$ cat src/rtl/tetris_pkg.sv
// Shared piece encoding, LFSR taps and generator state type for the Tetris piece generator.
`timescale 1ns/1ps
package tetris_pkg;

  typedef enum logic [2:0] {
    PIECE_I = 3'd0,
    PIECE_O = 3'd1,
    PIECE_T = 3'd2,
    PIECE_S = 3'd3,
    PIECE_Z = 3'd4,
    PIECE_J = 3'd5,
    PIECE_L = 3'd6
  } piece_e;

  localparam int          TYPE_NUM  = 7;
  // x^16 + x^14 + x^13 + x^11 + 1, right-shifting Galois form
  localparam logic [15:0] LFSR_TAPS = 16'hB400;

  typedef enum logic {
    ST_FILL = 1'b0,
    ST_FULL = 1'b1
  } gen_state_e;

  function automatic logic [2:0] lowest_unused(input logic [TYPE_NUM-1:0] mask);
    lowest_unused = 3'd0;
    for (int i = TYPE_NUM - 1; i >= 0; i--) begin
      if (!mask[i]) lowest_unused = 3'(i);
    end
  endfunction

endpackage

$ cat src/rtl/lfsr16.sv
// 16-bit Galois LFSR, free-running every cycle, with synchronous parallel load.
`timescale 1ns/1ps
module lfsr16 import tetris_pkg::*; #(
  parameter logic [15:0] SEED = 16'hACE1
) (
  input  logic        clk,
  input  logic        rst_n,
  input  logic        load,
  input  logic [15:0] load_val,
  output logic [15:0] q
);

  logic [15:0] q_q, q_d;

  always_comb begin
    if (load) q_d = load_val;
    else      q_d = (q_q >> 1) ^ (q_q[0] ? LFSR_TAPS : 16'h0000);
  end

  always_ff @(posedge clk or negedge rst_n) begin
    if (!rst_n) q_q <= SEED;
    else        q_q <= q_d;
  end

  assign q = q_q;

endmodule

$ cat src/rtl/piece_generator.sv
// Tetris piece generator: LFSR-driven uniform or 7-bag source feeding a head+preview FIFO.
//   state   | meaning
//   ST_FILL | queue has a free slot, generate every cycle
//   ST_FULL | queue full, generate only when the head is popped
`timescale 1ns/1ps
module piece_generator import tetris_pkg::*; #(
  parameter int          BOARD_W       = 10,
  parameter int          X_W           = 4,
  parameter int          Y_W           = 5,
  parameter int          PREVIEW_DEPTH = 3,
  parameter logic [15:0] SEED          = 16'hACE1
) (
  input  logic                       clk,
  input  logic                       rst_n,
  input  logic                       mode,
  input  logic                       seed_load,
  input  logic [15:0]                seed_in,
  input  logic                       req,
  output logic                       piece_valid,
  output logic [2:0]                 piece_type,
  output logic [X_W-1:0]             piece_x,
  output logic [Y_W-1:0]             piece_y,
  output logic [3*PREVIEW_DEPTH-1:0] preview_types,
  output logic [2:0]                 queue_count
);

  localparam int             Q       = PREVIEW_DEPTH + 1;
  localparam logic [2:0]     Q_CNT   = 3'(Q);
  localparam logic [X_W-1:0] SPAWN_X = X_W'((BOARD_W - 4) / 2);

  gen_state_e          state_q, state_d;
  logic [2:0]          queue_q [Q];
  logic [2:0]          queue_d [Q];
  logic [2:0]          count_q, count_d;
  logic [TYPE_NUM-1:0] mask_q, mask_d;
  logic                mode_q;

  logic [15:0]         lfsr_q;
  logic [15:0]         load_val;
  logic                lfsr_unused;
  logic                pop, gen, push;
  logic [2:0]          cand, new_type, count_pop;
  logic [TYPE_NUM-1:0] eff_mask, new_mask;
  logic [TYPE_NUM:0]   used8;

  assign load_val    = (seed_in == 16'h0000) ? SEED : seed_in;
  assign lfsr_unused = ^lfsr_q[15:3];

  lfsr16 #(.SEED(SEED)) u_lfsr (
    .clk      (clk),
    .rst_n    (rst_n),
    .load     (seed_load),
    .load_val (load_val),
    .q        (lfsr_q)
  );

  always_comb begin
    pop       = req && (count_q != 3'd0) && !seed_load;
    gen       = !seed_load && ((state_q == ST_FILL) || pop);
    cand      = lfsr_q[2:0];
    // A mode switch starts a fresh bag; queued entries are untouched.
    eff_mask  = (mode != mode_q) ? '0 : mask_q;
    used8     = {1'b1, eff_mask};
    new_type  = cand;
    push      = 1'b0;
    mask_d    = eff_mask;
    if (gen) begin
      if (mode) begin
        if (used8[cand]) new_type = lowest_unused(eff_mask);
        push = 1'b1;
      end else begin
        push = (cand != 3'd7);
      end
    end
    new_mask = eff_mask | (7'b000_0001 << new_type);
    if (push && mode) mask_d = (new_mask == '1) ? '0 : new_mask;

    count_pop = count_q - {2'b00, pop};
    for (int i = 0; i < Q - 1; i++) queue_d[i] = pop ? queue_q[i+1] : queue_q[i];
    queue_d[Q-1] = pop ? 3'd0 : queue_q[Q-1];
    for (int i = 0; i < Q; i++) begin
      if (push && (count_pop == 3'(i))) queue_d[i] = new_type;
    end
    count_d = count_pop + {2'b00, push};

    if (seed_load) begin
      for (int i = 0; i < Q; i++) queue_d[i] = 3'd0;
      count_d = 3'd0;
      mask_d  = '0;
    end

    state_d = (count_d == Q_CNT) ? ST_FULL : ST_FILL;
  end

  always_ff @(posedge clk or negedge rst_n) begin
    if (!rst_n) begin
      state_q <= ST_FILL;
      count_q <= 3'd0;
      mask_q  <= '0;
      mode_q  <= 1'b0;
      for (int i = 0; i < Q; i++) queue_q[i] <= 3'd0;
    end else begin
      state_q <= state_d;
      count_q <= count_d;
      mask_q  <= mask_d;
      mode_q  <= mode;
      for (int i = 0; i < Q; i++) queue_q[i] <= queue_d[i];
    end
  end

  always_comb begin
    preview_types = '0;
    for (int k = 0; k < PREVIEW_DEPTH; k++) preview_types[3*k +: 3] = queue_q[k+1];
  end

  assign piece_valid = (count_q != 3'd0);
  assign piece_type  = queue_q[0];
  assign piece_x     = piece_valid ? SPAWN_X : '0;
  assign piece_y     = '0;
  assign queue_count = count_q;

endmodule
$ cat config.mk
export PLATFORM = sky130hd
export DESIGN_NAME = piece_generator
export DESIGN_NICKNAME = d
export VERILOG_FILES = /design/src/rtl/tetris_pkg.sv /design/src/rtl/lfsr16.sv /design/src/rtl/piece_generator.sv
export SDC_FILE = /design/constraint.sdc
export NUM_CORES = 1
export LEC_CHECK = 0
export ABC_AREA = 1
export CORE_UTILIZATION = 56
export CTS_CLUSTER_DIAMETER = 50
export DETAILED_ROUTE_END_ITERATION = 10
export GPL_TIMING_DRIVEN = 1
export MAX_ROUTING_LAYER = met4
export PLACE_DENSITY = 0.85
export SETUP_SLACK_MARGIN = 0.3
export SLEW_MARGIN = 0
export SYNTH_ARGS = -nofsm -noshare
export SYNTH_HDL_FRONTEND = slang
export SYNTH_SLANG_ARGS = --single-unit
$ cat constraint.sdc
create_clock -name clk -period 5.85 [get_ports clk]
set_input_delay 0.8775 -clock clk [delete_from_list [all_inputs] [get_ports clk]]
set_output_delay 0.8775 -clock clk [all_outputs]
set_load 0.05 [all_outputs]
==> impl_metrics.ini <==
[status]
status = complete, no violations

[timing]
fin_setup_tns_ns = 0
setup_viol = 0
fmax_mhz = 264
finalClockSkew_ns = 0.00881
period_share_pct = 64.7
hold_violations = 0
period_minus_slack_ns = 3.79
rsz0062_at_grt = false
slew_violations = 0
relSlewSlack_pct = 41.8
worst_pin_slew_ns = 0.872

[setup_path]
path_class = in2reg
startpoint_type = input pin
critical_path_required_ns = 6.04
r2r-start = queue_count[2]
arrival_ns = 3.98
end_kind = flop
crit_fanout = 29
worstSetupStartpoint = seed_load

[logic_synthesis]
synth_top_family_by_area = simple AND/OR/NAND/NOR gates
syn_area_um2 = 2400
yosysMostFrequentCell = nand2_1
synth_warnings = 0
synth_edf_count = 0
synthAdderAreaFrac_pct = 2.08
ys_top_cells_by_count = 83 x nand2_1, 36 x nor2_1, 35 x nand3_1
ys_seq_area_share_pct = 42.1
syn_area_per_cell_um2 = 7.53
async_flop_share_pct = 100
synthFlopType = dfrtp_1
ys_types = 29
synth_xor_area_share_pct = 1.46
synth_compound_area_share_pct = 9.43
synth_seq_cells = 40
synth_top_cells_by_area = dfrtp_1 33%, nand2_1 13%, dfstp_2 8.8%, nand3_1 7.3%, nor2_1 5.6%
yosysTopAreaCellShare_pct = 33.3
syn-instance-count = 319
synthMuxAreaShare_pct = 0
yosys.area_share.simple_pct = 35.1
synth.largest_area_cell = dfrtp_1

[floorplan]
ios = 46
rows = 23
initial_utilization_pct = 59.2
dieArea_um2 = 4560
die_width_um = 67.5
coreArea_um2 = 4060
fp.dieH_um = 67.5

[cts]
cts_buffer_depth = 2
numCtsBuffers = 5
cts_hold_buf = 0
worstSkewPairLatency_ns = 0.30
root_buffer = clkbuf_8
cts_resized = 0
htreeDepth = 2
clk_pin_slew_ns = 0.09
cts_tree = built
numClockSinks = 40
post_cts.repair.setup_buffers = 0

[grt]
antenna_found_initial = 0
met1_usage_pct = 33.9
use_met3_pct = 4.22
busiest_layer = met2
grt_pass1_wl_um = 8830
grtUsageTotal_pct = 26.8
use_met2_pct = 42.0
grt_pass1_vias = 2014
grt_start_max_net_pins = 41
grt-ovfl-total = 0

[hold_path]
hold_start = u_lfsr.q[3]
hold_path.class = reg2reg

[routing]
ant_nets = 0
vias_per_cell = 5.50
routedWlPerCell_um = 13.0
drtIter0Drc = 212
drc_errors = 0
totalWireLength_um = 5270
vias = 2229
dr.pass1.iters = 4

[place]
detailed_place.area_um2 = 2760
dp_hpwl_um = 3910
io_buffers = 38
place_congestion = 0.944

[pwr]
peakVddDrop_mv = 0.261
leakage_uw = 0.00137
cellPowerDensity_nw_per_um2 = 407

[cells_and_area]
stdcell_area_um2 = 2870
fin_nets = 379
area_growth_pct = 19.6
drive_gt1_share_pct = 12.1
diodes = 0

[run]
cap_viol_max_count = 0
layer usage:
| layer | vias to the layer above | wire [um] | part of all wire, % |
|---|---|---|---|
| li1 | 1091 | - | - |
| met1 | 1025 | 2280 | 43 |
| met2 | 94 | 2510 | 48 |
| met3 | 19 | 343 | 6.5 |
| met4 | 0 | 132 | 2.5 |
| met5 | - | 0 | 0 |
registers in the layout (all words and copies together), names as in the netlist:
register       count
u_lfsr.q          16
preview_types      9
mask_q             7
piece_type         3
queue_count        3
mode_q             1
state_q            1
worst max-delay path, stage by stage:
cell             delay (ns)
clkdlybuf4s50_1        0.74
inv_1                  0.79
nand2_2                0.18
nor2_4                 0.19
inv_2                  0.12
a21oi_4                0.19
nand3_1                0.11
nand2_2                0.14
nand3_1                0.09
nand2_1                0.06
inv_1                  0.06
nor2_1                 0.15
nand2_2                0.12
nand2_1                0.08
nand2_1                0.06
layout by cell type (no fill, tap or decap), types with 2 or more instances in the layout:
cell	n
a21oi_1	12
a21oi_4	2
a22oi_1	4
clkbuf_8	5
clkdlybuf4s50_1	37
conb_1	7
dfrtp_1	32
dfstp_2	8
ha_1	4
inv_1	32
inv_2	2
nand2_1	83
nand2_2	14
nand3_1	35
nand3_2	4
nand4_1	4
nor2_1	36
nor4_1	5
o21ai_0	6
o22ai_1	9
xnor2_1	4
logic make-up (layout without fill, tap and decap cells):
logic type	after synthesis	count (layout)
buf+inv	50	80
fa+ha+maj	4	4
simple gates	185	185
other cells	1	7
xor+xnor	4	4
flops	40	40
compound gates	35	35
power by group:
group	internal (uW)	switching (uW)	leakage [uW]
clock network	129	110	0.0000548
registers	328	28.4	0.000507
logic	180	394	0.000807
total	637	533	0.00137
stage by stage:
step / std cells / power [uW] / util, % / hold WS [ns] / worst slack [ns]
after floorplan: 325 / 789 / - / 0.418 / 2.89
after global placement: 397 / 925 / 68.0 / 0.426 / 1.92
after detailed placement: 397 / 934 / 68.0 / 0.434 / 1.80
after CTS: 405 / 1170 / 70.8 / 0.455 / 2.10
after global routing: 405 / 1230 / 70.8 / 0.491 / 1.76
final: 405 / 1170 / 70.8 / 0.459 / 2.06
final cells by class:
type / count / area [um^2]
fill: 352 / 1180
timing repair buffer: 38 / 375
inverter: 34 / 128
tap: 50 / 62.6
clock buffer: 5 / 68.8
multi-input combinational: 235 / 1180
clock inverter: 3 / 46.3
sequential: 40 / 1010
final timing paths:
kind	to	slack (ns)	cells past startpoint
hold reg to reg	u_lfsr.q[2]	0.46	2
setup / recovery	mask_q[2]	2.06	15
max in group asynchronous	mode_q	4.62	1
min in group asynchronous	piece_type[0]	0.68	1
setup reg to reg	preview_types[1]	3.32	13
hold / removal	u_lfsr.q[2]	0.46	2
Note: power is estimated with default switching activity, not from simulation.
